## src/rtl/sub_ctrl_pkg.sv

```systemverilog
// Shared definitions for the subtractor-family controllers: FSM state
// encodings and the operand-width legality check.
package sub_ctrl_pkg;

  typedef enum logic [1:0] {
    IDLE = 2'd0,
    RUN  = 2'd1,
    DONE = 2'd2
  } sub_state_e;

  localparam int unsigned SUB_MIN_WIDTH = 2;
  localparam int unsigned SUB_MAX_WIDTH = 32;

  function automatic bit sub_width_ok(input int unsigned w);
    return (w >= SUB_MIN_WIDTH) && (w <= SUB_MAX_WIDTH);
  endfunction

endpackage

```

## src/rtl/full_subtractor.sv

```systemverilog
// 1-bit full subtractor: diff = a - b - c, borrow out when a < b + c.
module full_subtractor (
  input  logic a,
  input  logic b,
  input  logic c,
  output logic diff,
  output logic borrow
);

  assign diff   = a ^ b ^ c;
  assign borrow = (~a & b) | (~(a ^ b) & c);

endmodule

```

## src/rtl/serial_subtractor_ctrl.sv

```systemverilog
// Bit-serial subtractor: computes a - b - bin LSB first, one bit per clock,
// through a single full_subtractor; result and borrow are registered at DONE.
module serial_subtractor_ctrl
  import sub_ctrl_pkg::*;
#(
  parameter int WIDTH = 8
) (
  input  logic             clk,
  input  logic             rst,
  input  logic             start,
  input  logic [WIDTH-1:0] a,
  input  logic [WIDTH-1:0] b,
  input  logic             bin,
  output logic             busy,
  output logic             done,
  output logic [WIDTH-1:0] diff,
  output logic             bout
);

  localparam int CW = $clog2(WIDTH + 1);
  localparam logic [CW-1:0] LAST_BIT = CW'(WIDTH - 1);

  if (!sub_width_ok(WIDTH)) begin : g_bad_width
    $error("serial_subtractor_ctrl: WIDTH %0d out of range", WIDTH);
  end

  sub_state_e       state_q, state_d;
  logic [WIDTH-1:0] a_sh_q, a_sh_d;
  logic [WIDTH-1:0] b_sh_q, b_sh_d;
  logic [WIDTH-1:0] res_q, res_d;
  logic [WIDTH-1:0] diff_q, diff_d;
  logic [CW-1:0]    cnt_q, cnt_d;
  logic             brw_q, brw_d;
  logic             bout_q, bout_d;
  logic             fs_diff, fs_borrow;

  full_subtractor u_fs (
    .a      (a_sh_q[0]),
    .b      (b_sh_q[0]),
    .c      (brw_q),
    .diff   (fs_diff),
    .borrow (fs_borrow)
  );

  always_comb begin
    state_d = state_q;
    a_sh_d  = a_sh_q;
    b_sh_d  = b_sh_q;
    res_d   = res_q;
    diff_d  = diff_q;
    cnt_d   = cnt_q;
    brw_d   = brw_q;
    bout_d  = bout_q;
    case (state_q)
      IDLE: begin
        if (start) begin
          a_sh_d  = a;
          b_sh_d  = b;
          brw_d   = bin;
          res_d   = '0;
          cnt_d   = '0;
          state_d = RUN;
        end
      end
      RUN: begin
        a_sh_d = a_sh_q >> 1;
        b_sh_d = b_sh_q >> 1;
        brw_d  = fs_borrow;
        res_d  = {fs_diff, res_q[WIDTH-1:1]};
        cnt_d  = cnt_q + CW'(1);
        // Publish on the last bit's edge so diff/bout are valid with done.
        if (cnt_q == LAST_BIT) begin
          diff_d  = {fs_diff, res_q[WIDTH-1:1]};
          bout_d  = fs_borrow;
          state_d = DONE;
        end
      end
      DONE:    state_d = IDLE;
      default: state_d = IDLE;
    endcase
  end

  always_ff @(posedge clk or posedge rst) begin
    if (rst) begin
      state_q <= IDLE;
      a_sh_q  <= '0;
      b_sh_q  <= '0;
      res_q   <= '0;
      diff_q  <= '0;
      cnt_q   <= '0;
      brw_q   <= 1'b0;
      bout_q  <= 1'b0;
    end else begin
      state_q <= state_d;
      a_sh_q  <= a_sh_d;
      b_sh_q  <= b_sh_d;
      res_q   <= res_d;
      diff_q  <= diff_d;
      cnt_q   <= cnt_d;
      brw_q   <= brw_d;
      bout_q  <= bout_d;
    end
  end

  assign busy = (state_q != IDLE);
  assign done = (state_q == DONE);
  assign diff = diff_q;
  assign bout = bout_q;

endmodule

```

## config.mk

```make
export PLATFORM = sky130hd
export DESIGN_NAME = serial_subtractor_ctrl
export DESIGN_NICKNAME = d
export VERILOG_FILES = /design/src/rtl/sub_ctrl_pkg.sv /design/src/rtl/full_subtractor.sv /design/src/rtl/serial_subtractor_ctrl.sv
export SDC_FILE = /design/constraint.sdc
export NUM_CORES = 1
export LEC_CHECK = 0
export BUFFER_PORTS_ARGS = -buffer_cell sky130_fd_sc_hd__buf_2
export CAP_MARGIN = 40
export CORE_MARGIN = 2
export CORE_UTILIZATION = 34
export CTS_CLUSTER_DIAMETER = 60
export CTS_CLUSTER_SIZE = 14
export DETAILED_ROUTE_END_ITERATION = 8
export GPL_TIMING_DRIVEN = 0
export PLACE_DENSITY = 0.6
export RECOVER_POWER = 25
export SKIP_CTS_REPAIR_TIMING = 1
export SKIP_LAST_GASP = 1
export SYNTH_ARGS = -nofsm -noshare
export SYNTH_HDL_FRONTEND = slang
export SYNTH_SLANG_ARGS = --single-unit
```

## constraint.sdc

```tcl
create_clock -name clk -period 1.9 [get_ports clk]
set_clock_uncertainty 0.2 [all_clocks]
set_input_delay 0.38 -clock clk [delete_from_list [all_inputs] [get_ports clk]]
set_output_delay 0.38 -clock clk [all_outputs]
set_load 0.1 [all_outputs]
```

==> results.yml, run 1 <==
outcome:
  outcome: "finished, violations left"
  violated_checks: "setup timing"
sta:
  holdWs_ns: 0.176
  fmax_ghz: 0.498
  timing.final.crit_period_ns: 2.01
  post-route-period-util_pct: 106
  timing_max_transition_violations_final: 0
  rsz_0062_raised_after_global_routing: "yes"
  setup_viol: 2
  worst_slew_pin_slew_ns: 0.689
  setup_slack_ns: -0.107
  hold_viol: 0
  timing.slew.headroom_pct: 54.0
clocking:
  clock_insertion_delay_worst_skew_ns: 0.29
  clkTransAtPathRegs_ns: 0.08
  numCtsBuffers: 5
  max_buffers_root_to_sink: 2
  clock_sink_count: 39
  depth_of_the_cts_h_tree: 2
  cts_tree: "built"
  cts_root_buffer: "clkbuf_8"
flow_run:
  max-cap-violations: 0
global_routing:
  wire_length_of_the_first_global_routing_pass_mm: 6.28
  grt_use_total_pct: 13.5
  grt_start_max_net_pins: 22
  grt_pass1_vias: 1324
  overflow: 0
  grt_antenna_before_repair: 0
setup_path:
  rr_worst_depth: 5
  critical_path.endpoint: "busy"
  end_kind: "primary output"
  worst_ep_arrival_time_ns: 1.43
  setup.worst_path.class: "flip-flop to primary output"
  critical_path_peak_fanout: 7
  required_ns: 1.32
  r2r_setup_slack_ns: 0.15
  r2r-start: "state_q[0]$_DFFE_PP0P_"
  critical_path.reg2reg.endpoint: "a_sh_q[2]$_DFFE_PP0P_"
  start_kind: "flip-flop"
  critical_path.startpoint: "state_q[0]$_DFFE_PP0P_"
placement:
  dp.final_hpwl_mm: 2.55
  gp_routability_congestion: 0.710
  placed_cell_area_sq_mm: 0.00203
  place_inst: 260
  buffer_ports.inserted: 29
detailed_routing:
  postRouteAntennaNets: 0
  top_signal_layer_used: "met4"
  detail_route.iter0.violations: 13
  firstDrtPassIters: 4
  vias: 1328
  viasPerCell: 4.83
  wl_met1_mm: 1.83
  remaining_drc_errors: 0
  drt-wirelength-per-cell_um: 13.8
  drt_wl_total_mm: 3.79
  dr_wl_met2_mm: 1.71
  met3WireLength_um: 209
floorplanning:
  rows: 26
  start_util_pct: 34.9
  io_pins: 31
  horiz_die_dim_um: 75.9
  floorplan.core_area_sq_mm: 0.00504
  design.die.area_sq_mm: 0.00576
  floorplan.die.height_um: 75.9
pwr:
  cellPowerDensity_mw_per_mm2: 1760
  ir_drop_uv: 1010
  power.leakage_nw: 1.09
finish:
  area.growth.synth_to_final_pct: 29.3
  layout.nets: 226
  layout.cell_area.non_filler_sq_mm: 0.00227
  final-instance-count-excl-fill: 275
  post_route_cells_drive_above_1_share_pct: 30.7
  utilization_of_the_core_after_routing_pct: 45.1
  final.fill_count: 489
  num_antenna_cells: 0
synth:
  synth.mux.area_fraction_pct: 6.33
  synth_xor_area_share_pct: 0
  synth_compound_gate_area_share_pct: 17.2
  largest_family_of_logic_cells_by_synthesized_area: "compound AO/OA/AOI/OAI gates"
  postSynthNetCount: 182
  post_synth_simple_gate_area_pct: 15.6
  synth-seq-cells: 39
  synth_fa_ha_area_share_pct: 1.85
  synth_area_per_cell_sq_um: 11.0
  netlist_area_before_placement_sq_mm: 0.00176
  yosysUniqueCellTypes: 27
  postSynthCellCount: 160
  syn_warnings: 0
  synth-seq-area-share_pct: 55.5
min_path:
  hp-class: "primary input to flip-flop"
-- cells by family after synthesis --
group / Yosys count
AOI/OAI and AO/OA: 50
muxes: 10
and+or+nand+nor: 44
buffers and inverters: 15
adders and majority gates: 2
DFF: 39
-- synthesized netlist by cell type --
cell | count | area share [%]
dfrtp_1 | 39 | 56
a21oi_1 | 18 | 5.1
nand2_1 | 16 | 3.4
o21ai_0 | 16 | 4.6
and3b_1 | 12 | 6.0
a22o_1 | 9 | 4.5
mux2_2 | 9 | 5.8
clkbuf_1 | 6 | 1.3
nor2b_1 | 6 | 2.1
buf_2 | 5 | 1.4
inv_1 | 4 | 0.85
nor2_1 | 4 | 0.85
a22oi_1 | 2 | 0.85
a31oi_1 | 1 | 0.36
a41oi_1 | 1 | 0.50
and2b_1 | 1 | 0.43
fa_1 | 1 | 1.1
ha_1 | 1 | 0.71
mux2i_1 | 1 | 0.57
nand2b_4 | 1 | 0.78
nand3_1 | 1 | 0.28
nor3_4 | 1 | 0.93
nor3b_1 | 1 | 0.43
o21bai_1 | 1 | 0.43
o22a_1 | 1 | 0.50
o22ai_1 | 1 | 0.36
or2_2 | 1 | 0.36
-- worst max-delay path, cell delays in order (launching register included) --
cell and delay (ns):
dfrtp_1 0.44, buf_6 0.16, buf_8 0.13, or2_4 0.24, buf_12 0.16
-- stage by stage --
step / worst slack [ns] / power (W) / TNS, ns
final: -0.107 / 0.00400 / -0.125
after global routing: -0.155 / 0.00424 / -2.28
after CTS: -0.741 / 0.00390 / -1.24
after detailed placement: -0.413 / 0.00309 / -0.579
after global placement: -0.406 / 0.00304 / -5.83
after floorplan: -0.0425 / 0.00274 / -0.0425
-- worst min-delay path by stage --
stage	cells after the start	startpoint	end
finish	3	a[6]	a_sh_q[6]$_DFFE_PP0P_
global route	3	a[5]	a_sh_q[5]$_DFFE_PP0P_
CTS	2	rst	res_q[6]$_DFFE_PP0P_
detailed placement	2	rst	res_q[6]$_DFFE_PP0P_
global placement	2	b_sh_q[1]$_DFFE_PP0P_	b_sh_q[1]$_DFFE_PP0P_
floorplan	2	a_sh_q[1]$_DFFE_PP0P_	a_sh_q[1]$_DFFE_PP0P_
-- registers in the layout (all words and copies together), names as in the netlist --
register / cells
cnt_q: 4
brw_q: 1
res_q: 7
b_sh_q: 8
diff: 8
bout: 1
state_q: 2
a_sh_q: 8
-- area by class of cell --
type | count | area (sq um) | share of cell area, %
sequential | 39 | 977 | 43.0
multi-input combinational | 106 | 729 | 32.1
timing repair buffer | 37 | 263 | 11.6
tap | 70 | 87.6 | 3.85
clock buffer | 6 | 72.6 | 3.19
buffer | 11 | 67.6 | 2.97
clock inverter | 2 | 60.1 | 2.64
inverter | 4 | 15.0 | 0.661
-- where the power goes --
part | internal, W | switching [W]
Sequential | 0.00116 | 0.000227
Combinational | 0.000620 | 0.00119
Clock | 0.000525 | 0.000292
-- cell usage in the layout, fill, tap and decap left out, types with 2 or more instances in the layout --
master and count:
dfrtp_1 38, buf_2 30, a21oi_1 18, nand2_1 16, o21ai_0 16, and3b_1 12, a22o_1 9, mux2_2 9
clkbuf_1 6, nor2b_1 5, clkbuf_8 5, inv_1 4, nor2_1 4, buf_4 4, clkbuf_4 2, buf_8 2
a22oi_1 2, bufinv_16 2, buf_12 2
-- metal layers --
| layer | track usage [%] | vias to the layer above |
|---|---|---|
| li1 | - | 652 |
| met1 | 18.8 | 635 |
| met2 | 20.4 | 36 |
| met3 | 4.05 | 5 |
| met4 | 3.82 | 0 |
| met5 | 0 | - |
No activity file was read; power rests on OpenSTA's default activity.
==> inputs of run 2 (changes only) <==
--- a/config.mk
+++ b/config.mk
@@ -9,6 +9,7 @@
 export CAP_MARGIN = 40
 export CORE_MARGIN = 2
 export CORE_UTILIZATION = 34
+export CTS_BUF_LIST = sky130_fd_sc_hd__clkbuf_8
 export CTS_CLUSTER_DIAMETER = 60
 export CTS_CLUSTER_SIZE = 14
 export DETAILED_ROUTE_END_ITERATION = 8
==> results.yml, run 2 (same netlist as run 1, synthesis figures left out) <==
detailed_routing:
  drt_wl_total_mm: 3.79
  viasPerCell: 4.83
  drt-wirelength-per-cell_um: 13.8
  detail_route.iter0.violations: 13
  vias: 1328
  remaining_drc_errors: 0
  firstDrtPassIters: 4
  postRouteAntennaNets: 0
finish:
  post_route_cells_drive_above_1_share_pct: 30.7
  layout.nets: 226
  area.growth.synth_to_final_pct: 29.3
  final.fill_count: 489
  layout_common_cells: "dfrtp_1 (38), buf_2 (30), a21oi_1 (18)"
  most_frequent_standard_cell_in_the_layout_excluding_fill_and_tap_cells: "dfrtp_1"
  num_antenna_cells: 0
  utilization_of_the_core_after_routing_pct: 45.1
global_routing:
  grt_use_total_pct: 13.5
  grt_start_max_net_pins: 22
  grt_antenna_before_repair: 0
  wire_length_of_the_first_global_routing_pass_mm: 6.28
  overflow: 0
  grt_pass1_vias: 1324
setup_path:
  setup.worst_path.class: "flip-flop to primary output"
  critical_path_peak_fanout: 7
  worst_ep_arrival_time_ns: 1.43
  start_kind: "flip-flop"
  required_ns: 1.32
  end_kind: "primary output"
sta:
  hold_viol: 0
  setup_slack_ns: -0.107
  timing_max_transition_violations_final: 0
  timing.slew.headroom_pct: 54.0
  fmax_ghz: 0.498
  timing.final.crit_period_ns: 2.01
  post-route-period-util_pct: 106
  worst_slew_pin_slew_ns: 0.689
  rsz_0062_raised_after_global_routing: "yes"
  setup_viol: 2
pwr:
  ir_drop_uv: 1010
  cellPowerDensity_mw_per_mm2: 1760
  portion_of_total_power_attributed_to_the_clock_network_pct: 20.3
  design_power_total_w: 0.00400
  sequential_share_of_power_pct: 34.6
  switching_power_w: 0.00171
  p_int_w: 0.00229
  combinationalPowerShare_pct: 45.1
  power_switching_share_pct: 42.6
  power.leakage_nw: 1.09
clocking:
  clkTransAtPathRegs_ns: 0.08
  depth_of_the_cts_h_tree: 2
  numCtsBuffers: 5
  max_buffers_root_to_sink: 2
  clock_sink_count: 39
  cts_root_buffer: "clkbuf_8"
  clock_insertion_delay_worst_skew_ns: 0.29
  cts_tree: "built"
min_path:
  hp-class: "primary input to flip-flop"
flow_run:
  max-cap-violations: 0
floorplanning:
  floorplan.core_area_sq_mm: 0.00504
  design.die.area_sq_mm: 0.00576
  io_pins: 31
  horiz_die_dim_um: 75.9
  rows: 26
  floorplan.die.height_um: 75.9
  start_util_pct: 34.9
placement:
  preCtsSetupSlack_ns: -0.413
  buffer_ports.inserted: 29
  gp_routability_congestion: 0.710
  dp.final_hpwl_mm: 2.55
outcome:
  violated_checks: "setup timing"
  outcome: "finished, violations left"
## run 2: cell count changes in the layout (fill, tap and decap cells not counted)
cell	change
clkbuf_1	-1
inv_1	+1
## run 2: metal layers
layer,global-route usage [%],wire length [um],up-vias
li1,-,-,652
met1,18.8,1830,635
met2,20.4,1710,36
met3,4.05,209,5
met4,3.82,34,0
met5,0,0,-
## run 2: final timing paths
path | startpoint | to | slack (ns) | cells after the start
max reg2reg | cnt_q[0]$_DFFE_PP0P_ | diff[3]$_DFFE_PP0P_ | 0.15 | 5
min reg2reg | b_sh_q[2]$_DFFE_PP0P_ | b_sh_q[2]$_DFFE_PP0P_ | 0.28 | 2
min in group asynchronous | rst | res_q[6]$_DFFE_PP0P_ | 0.54 | 3
min | a[6] | a_sh_q[6]$_DFFE_PP0P_ | 0.18 | 3
max | state_q[0]$_DFFE_PP0P_ | busy | -0.11 | 4
max in group asynchronous | rst | state_q[1]$_DFFE_PP0P_ | 0.13 | 4
## run 2: cell type report
class                           instances  area, sq um  area share, %
Buffer                                 11         67.6           2.97
Multi-Input combinational cell        106          729           32.1
Tap cell                               70         87.6           3.85
Inverter                                4         15.0          0.661
Clock inverter                          3         63.8           2.81
Sequential cell                        39          977           43.0
Clock buffer                            5         68.8           3.03
Timing Repair Buffer                   37          263           11.6
## run 2: through the flow
stage          setup TNS (ns)  hold slack, ns  area (sq um)  cells
2_1_floorplan         -0.0425           0.250          1770    160
3_3_place_gp            -5.83           0.261          2000    259
3_5_place_dp           -0.579           0.211          2030    260
4_1_cts                 -1.24          -0.103          2160    268
5_1_grt                 -2.28           0.188          2270    275
6_report               -0.125           0.176          2270    275
## run 2: worst max-delay path, stage by stage (launching register included)
cell,delay (ns)
dfrtp_1,0.44
buf_6,0.16
buf_8,0.13
or2_4,0.24
buf_12,0.16
## run 2: power groups by stage
| stage | clock, W | sequential (W) | combinational (W) |
|---|---|---|---|
| floorplan | 0 | 0.00198 | 0.000765 |
| global placement | 0 | 0.00139 | 0.00165 |
| detailed placement | 0 | 0.00139 | 0.00170 |
| CTS | 0.000825 | 0.00138 | 0.00169 |
| global route | 0.000867 | 0.00143 | 0.00194 |
| finish | 0.000812 | 0.00138 | 0.00181 |
